File: src/rtl/scope_pkg.sv
// scope_pkg: shared types for the capture controller and its trigger detector
// Contents: capture-state enum, trigger-source enum, packed sample layout of wr_data
package scope_pkg;
    typedef enum logic [1:0] {
        ST_IDLE,
        ST_PRE,
        ST_WAIT_TRIG,
        ST_POST
    } cap_state_t;
    typedef enum logic [1:0] {
        TRIG_ANALOG0,
        TRIG_ANALOG1,
        TRIG_DIGITAL,
        TRIG_FORCE
    } trig_src_t;
    typedef struct packed {
        logic [7:0]  digital;
        logic [11:0] analog1;
        logic [11:0] analog0;
    } sample_t;
endpackage

File: src/rtl/trigger_detector.sv
// trigger_detector: edge/level trigger compare against the previously accepted sample
// Ports:
//   clk, reset   - clock, asynchronous active-high reset
//   i_clear      - drop the previous-sample valid flag (new capture armed)
//   i_update     - current sample accepted; becomes the previous sample
//   i_cur        - current sample
//   i_src/i_bit/i_level/i_edge - latched trigger configuration
//   o_hit        - current sample satisfies the trigger condition
module trigger_detector
    import scope_pkg::*;
(
    input  logic        clk,
    input  logic        reset,
    input  logic        i_clear,
    input  logic        i_update,
    input  sample_t     i_cur,
    input  trig_src_t   i_src,
    input  logic [2:0]  i_bit,
    input  logic [11:0] i_level,
    input  logic        i_edge,
    output logic        o_hit
);
    sample_t     r_prev;
    logic        r_prev_valid;
    logic [11:0] w_prev_an;
    logic [11:0] w_cur_an;
    logic        w_prev_bit;
    logic        w_cur_bit;
    logic        w_an_rise;
    logic        w_an_fall;
    logic        w_dig_rise;
    logic        w_dig_fall;
    logic        w_edge_hit;

    always_ff @(posedge clk or posedge reset) begin
        if (reset) begin
            r_prev       <= '0;
            r_prev_valid <= 1'b0;
        end else if (i_clear) begin
            r_prev_valid <= 1'b0;
        end else if (i_update) begin
            r_prev       <= i_cur;
            r_prev_valid <= 1'b1;
        end
    end

    assign w_prev_an  = (i_src == TRIG_ANALOG1) ? r_prev.analog1 : r_prev.analog0;
    assign w_cur_an   = (i_src == TRIG_ANALOG1) ? i_cur.analog1 : i_cur.analog0;
    assign w_prev_bit = r_prev.digital[i_bit];
    assign w_cur_bit  = i_cur.digital[i_bit];
    assign w_an_rise  = (w_prev_an < i_level) && (w_cur_an >= i_level);
    assign w_an_fall  = (w_prev_an >= i_level) && (w_cur_an < i_level);
    assign w_dig_rise = !w_prev_bit && w_cur_bit;
    assign w_dig_fall = w_prev_bit && !w_cur_bit;
    assign w_edge_hit = (i_src == TRIG_DIGITAL) ? (i_edge ? w_dig_fall : w_dig_rise)
                                                : (i_edge ? w_an_fall : w_an_rise);
    // Force needs no history; edge modes need a real previous sample
    assign o_hit = (i_src == TRIG_FORCE) || (r_prev_valid && w_edge_hit);
endmodule

File: src/rtl/capture_controller.sv
// capture_controller: pre/post-trigger circular capture into a 2**ADDR_W sample buffer
// Ports:
//   clk, reset           - clock, asynchronous active-high reset
//   arm, abort           - one-cycle capture start / cancel requests
//   sample_valid         - strobe qualifying analog_in/digital_in
//   trig_src..pretrig    - capture configuration, latched on arm
//   wr_en/wr_addr/wr_data - buffer write port, one cycle after each accepted sample
//   busy, done           - capture in progress / one-cycle completion pulse
//   trig_addr/start_addr - trigger sample address and oldest valid sample address
module capture_controller
    import scope_pkg::*;
#(
    parameter int ADDR_W = 10
) (
    input  logic                   clk,
    input  logic                   reset,
    input  logic                   arm,
    input  logic                   abort,
    input  logic                   sample_valid,
    input  logic [1:0][11:0]       analog_in,
    input  logic [7:0]             digital_in,
    input  logic [1:0]             trig_src,
    input  logic [2:0]             trig_bit,
    input  logic [11:0]            trig_level,
    input  logic                   trig_edge,
    input  logic [ADDR_W-1:0]      pretrig,
    output logic                   wr_en,
    output logic [ADDR_W-1:0]      wr_addr,
    output logic [31:0]            wr_data,
    output logic                   busy,
    output logic                   done,
    output logic [ADDR_W-1:0]      trig_addr,
    output logic [ADDR_W-1:0]      start_addr
);
    cap_state_t        r_state;
    trig_src_t         r_src;
    logic [2:0]        r_bit;
    logic [11:0]       r_level;
    logic              r_edge;
    logic [ADDR_W-1:0] r_pretrig;
    logic [ADDR_W-1:0] r_ptr;
    logic [ADDR_W-1:0] r_cnt;
    logic [ADDR_W-1:0] r_wr_addr;
    logic [ADDR_W-1:0] r_trig_addr;
    logic [ADDR_W-1:0] r_start_addr;
    logic              r_wr_en;
    logic              r_done;
    sample_t           r_wr_data;
    sample_t           w_sample;
    logic              w_active;
    logic              w_arm;
    logic              w_take;
    logic              w_hit;
    logic [ADDR_W-1:0] w_cnt_inc;
    logic [ADDR_W-1:0] w_post;

    assign w_sample  = {digital_in, analog_in[1], analog_in[0]};
    assign w_active  = (r_state != ST_IDLE);
    assign w_arm     = !w_active && arm;
    // abort wins over a coincident sample: nothing is written or evaluated
    assign w_take    = w_active && sample_valid && !abort;
    assign w_cnt_inc = r_cnt + 1'b1;
    // Samples remaining after the trigger: DEPTH-1-pretrig
    assign w_post    = {ADDR_W{1'b1}} - r_pretrig;

    trigger_detector u_trig (
        .clk      (clk),
        .reset    (reset),
        .i_clear  (w_arm),
        .i_update (w_take),
        .i_cur    (w_sample),
        .i_src    (r_src),
        .i_bit    (r_bit),
        .i_level  (r_level),
        .i_edge   (r_edge),
        .o_hit    (w_hit)
    );

    always_ff @(posedge clk or posedge reset) begin
        if (reset) begin
            r_state      <= ST_IDLE;
            r_src        <= TRIG_ANALOG0;
            r_bit        <= '0;
            r_level      <= '0;
            r_edge       <= 1'b0;
            r_pretrig    <= '0;
            r_ptr        <= '0;
            r_cnt        <= '0;
            r_wr_addr    <= '0;
            r_wr_data    <= '0;
            r_wr_en      <= 1'b0;
            r_done       <= 1'b0;
            r_trig_addr  <= '0;
            r_start_addr <= '0;
        end else begin
            r_wr_en <= w_take;
            r_done  <= 1'b0;
            if (w_take) begin
                r_wr_data <= w_sample;
                r_wr_addr <= r_ptr;
                r_ptr     <= r_ptr + 1'b1;
            end
            if (w_arm) begin
                r_src     <= trig_src_t'(trig_src);
                r_bit     <= trig_bit;
                r_level   <= trig_level;
                r_edge    <= trig_edge;
                r_pretrig <= pretrig;
                r_ptr     <= '0;
                r_wr_addr <= '0;
                r_cnt     <= '0;
                r_state   <= (pretrig == '0) ? ST_WAIT_TRIG : ST_PRE;
            end else if (w_active && abort) begin
                r_state <= ST_IDLE;
            end else if (w_take) begin
                if (r_state == ST_PRE) begin
                    r_cnt <= w_cnt_inc;
                    if (w_cnt_inc == r_pretrig)
                        r_state <= ST_WAIT_TRIG;
                end else if (r_state == ST_WAIT_TRIG && w_hit) begin
                    r_trig_addr  <= r_ptr;
                    r_start_addr <= r_ptr - r_pretrig;
                    r_cnt        <= w_post;
                    r_done       <= (w_post == '0);
                    r_state      <= (w_post == '0) ? ST_IDLE : ST_POST;
                end else if (r_state == ST_POST) begin
                    r_cnt   <= r_cnt - 1'b1;
                    r_done  <= (r_cnt == 1);
                    r_state <= (r_cnt == 1) ? ST_IDLE : ST_POST;
                end
            end
        end
    end

    assign wr_en      = r_wr_en;
    assign wr_addr    = r_wr_addr;
    assign wr_data    = r_wr_data;
    assign busy       = w_active;
    assign done       = r_done;
    assign trig_addr  = r_trig_addr;
    assign start_addr = r_start_addr;
endmodule
File: config.mk
export PLATFORM = sky130hd
export DESIGN_NAME = capture_controller
export DESIGN_NICKNAME = d
export VERILOG_FILES = /design/src/rtl/scope_pkg.sv /design/src/rtl/trigger_detector.sv /design/src/rtl/capture_controller.sv
export SDC_FILE = /design/constraint.sdc
export NUM_CORES = 1
export LEC_CHECK = 0
export CAP_MARGIN = 20
export CORE_ASPECT_RATIO = 1.2
export CORE_MARGIN = 2
export CORE_UTILIZATION = 58
export DETAILED_ROUTE_END_ITERATION = 7
export GPL_TIMING_DRIVEN = 0
export PLACE_DENSITY = 0.91
export SYNTH_ARGS = -nofsm -noshare
export SYNTH_HDL_FRONTEND = slang
export SYNTH_SLANG_ARGS = --single-unit
File: constraint.sdc
create_clock -name clk -period 8.2 [get_ports clk]
set_input_delay 1.64 -clock clk [delete_from_list [all_inputs] [get_ports clk]]
set_output_delay 1.64 -clock clk [all_outputs]
set_load 0.02 [all_outputs]
==> flow_summary_export.csv <==
group,metric,value,unit
floorplanning,num_rows,46,
synthesis,ys_seq_area_share,47.8,%
detailed_routing,routed_wl,22.2,mm
timing,clock_skew,10.5,ps
finish,syn_to_final_growth,27.7,%
worst_setup_path,cp.required,8520,ps
synthesis,synth-xor-area-share,2.96,%
floorplanning,die_height,130,µm
synthesis,yosysUniqueCellTypes,57,
power,leakage,4.65,nW
timing,finalSetupTns,0,ps
synthesis,synth_fp_nets,945,
clocking,clock_path_buffers,2,
worst_setup_path,crit_chain,"clkdlybuf4s50_1 -> mux2_2 -> ha_1 -> nand2_1 -> nor4_1 -> a21boi_0 -> nand3b_1 -> o22a_1 -> nor2_1 -> a31oi_1 -> nor3_1 -> a21o_1",
detailed_routing,wl_met2,11.2,mm
worst_setup_path,slowest_stage,"a31oi_1",
worst_setup_path,crit_path_end_kind,"flip-flop",
worst_hold_path,hold_depth,2,
synthesis,synth_commonest_cells,"nand2_1 (252), dfrtp_1 (147), o21ai_0 (53)",
clocking,clk_latency,430,ps
grt,grt_pass1_vias,7150,
detailed_routing,route.detailed.drc,0,
worst_setup_path,cp.arrival,5140,ps
synthesis,synth_mux_area_share,7.42,%
clocking,numCtsBuffers,17,
synthesis,synth_top_family_by_area,"simple AND/OR/NAND/NOR gates",
floorplanning,die_area,14200,µm²
worst_setup_path,critPathLaunchType,"primary input",
grt,antenna_found_initial,0,
grt,grt_usage,32.7,%
synthesis,syn_inst,842,
power,ir_drop,219,µV
clocking,cts_max_level,4,
detailed_routing,drtIter0Drc,549,
worst_setup_path,rr_endpoint,"r_cnt[6]",
run,drv_cap,0,
synthesis,yosysTopAreaCellShare,47.8,%
timing,worstMarginPinSlew,1060,ps
worst_setup_path,r2r-start,"r_src[1]",
detailed_routing,dr.max_layer_used,"met4",
timing,finalHoldViolations,0,
finish,fin_nets,1094,
finish,utilization,75.1,%
finish,fillCellCount,869,
finish,instances_no_fill,1170,
synthesis,synth_flop_cell,"dfrtp_1",
clocking,cts_tree,"yes",
timing,setup_violations,0,
detailed_routing,wl_per_cell,19.0,µm
synthesis,yosys_warnings,0,
grt,grt_pass1_wl,35.3,mm
clocking,clock_sinks,147,
synthesis,synthesis.area,7690,µm²
worst_hold_path,min_from,"u_trig.r_prev[18]",
clocking,holdBufCountCts,0,
finish,postLayoutCellArea,9820,µm²
detailed_routing,drtAntennaViolNets,0,
timing,grt_setup_unrepaired,"no",
power,total_power,0.00382,W
floorplanning,die_width,109,µm
clocking,clk_pin_slew,60,ps
worst_hold_path,hold_end,"u_trig.r_prev[18]",
grt,grt_start_max_net_pins,92,
timing,fmax,207,MHz
timing,post-route-period-util,58.8,%
finish,layout-drive-gt1-share,7.68,%
worst_setup_path,reg2reg_depth,15,
synthesis,synth-simple-area-share,19.7,%
worst_setup_path,cp_max_fo,10,
status,status,"complete, no violations",
finish,antenna_cells,0,
synthesis,yosysMostFrequentCell,"nand2_1",
synthesis,synth_edf_count,0,
detailed_routing,first_pass_iters,5,
clocking,cts-resized-gates,0,
placed_design,place_area,9220,µm²
floorplanning,pin_count,130,
synthesis,async_flop_share,100,%
placed_design,portBuffers,129,
synthesis,avgSynthCellArea,9.13,µm²
detailed_routing,met1_length,8.33,mm
synthesis,synth_compound_gate_area_share,11.7,%
detailed_routing,vias_per_cell,5.90,
timing,drv_slew,0,
worst_setup_path,path_class,"in2reg",
timing,layout_min_cycle_time,4820,ps
synthesis,synthTopCellsByArea,"dfrtp_1 (48%), nand2_1 (12%), ha_1 (6.0%)",
worst_setup_path,cpPeakStageDelay,850,ps
clocking,clockRootBuffer,"clkbuf_16",
placed_design,dpl.hpwl,15.2,mm
clocking,post_cts_buffers,0,
timing,slew_headroom,29.0,%
placed_design,gp_congestion,0.962,
placed_design,dp.cells,1140,
detailed_routing,wl_met3,1.65,mm
detailed_routing,vias,6904,
synthesis,synth_top_cell_by_area,"dfrtp_1",
grt,overflow,0,
synthesis,synthAdderAreaFrac,6.28,%
power,powerDensity,390,nW/µm²
floorplanning,start_util,58.8,%
worst_setup_path,regToRegSetupSlack,3660,ps
floorplanning,core_area,13100,µm²
synthesis,synth-seq-cells,147,
worst_hold_path,hold_class,"reg2reg",
==> critical path: cells and delay by family <==
family	cells	cell delay, ps
AOI/OAI and AO/OA	4	1510
buffers and inverters	1	440
adders and majority gates	1	310
muxes	1	300
and+or+nand+nor	5	940
==> per-stage QoR <==
stage          setup WS (ps)  hold WS, ps
2_1_floorplan           2610          440
3_3_place_gp             781          453
3_5_place_dp            3090          460
4_1_cts                 3490          474
5_1_grt                 3120          497
6_report                3380          473
==> worst max path at each step <==
stage	cells after the start	slack, ps	startpoint	endpoint
CTS	12	3490	analog_in[11]	r_cnt[1]
global route	12	3120	analog_in[23]	r_cnt[1]
global placement	2	780	reset	wr_data[21]
floorplan	1	2610	reset	done
finish	12	3380	analog_in[23]	r_cnt[1]
detailed placement	12	3090	analog_in[23]	r_cnt[1]
==> final cells by class <==
| type | count | area (µm²) | share of cell area [%] |
|---|---|---|---|
| Clock inverter | 11 | 151 | 1.54 |
| Sequential cell | 147 | 3680 | 37.5 |
| Inverter | 39 | 151 | 1.54 |
| Buffer | 41 | 168 | 1.71 |
| Tap cell | 168 | 210 | 2.14 |
| Clock buffer | 19 | 443 | 4.51 |
| Timing Repair Buffer | 130 | 1320 | 13.4 |
| Multi-Input combinational cell | 615 | 3700 | 37.6 |
==> power breakdown <==
group	internal [W]	switching [W]	total [W]	leakage, nW
Clock	0.000486	0.000317	0.000803	0.290
Sequential	0.00100	0.000203	0.00121	1.88
Combinational	0.000760	0.00105	0.00182	2.48
Total	0.00225	0.00157	0.00382	4.65
==> cells in the final DEF (no fill, tap or decap), types with 9 or more instances in the layout <==
cell	instances
a21oi_1	26
xnor2_1	12
inv_1	37
xor2_1	14
mux2_2	32
dfrtp_1	147
nand4_1	10
nor2_1	44
nand3_1	12
clkdlybuf4s50_1	129
o21ai_0	53
clkbuf_16	17
a22o_1	9
ha_1	37
mux2i_1	12
nand2_1	252
clkbuf_1	32
==> cells by family after synthesis <==
family          count (synthesis)
buf+inv                        80
fa+ha+maj                      38
xor+xnor                       26
mux                            48
flops                         147
compound gates                141
simple gates                  362
==> flip-flops by register name, summed over array words and instances, names as in the netlist, 2 cells and up <==
register / flops
r_bit: 3
r_cnt: 10
wr_data: 32
u_trig.r_prev: 32
trig_addr: 10
r_level: 12
r_src: 2
r_pretrig: 10
r_state: 2
wr_addr: 10
r_ptr: 10
start_addr: 10
==> layer usage <==
layer  track usage, %  up-vias
met2             55.2      356
met5                0        -
met1             39.1     3295
met4             18.6        0
li1                 -     3161
met3             6.09       92
No activity file was read; power rests on OpenSTA's default activity.
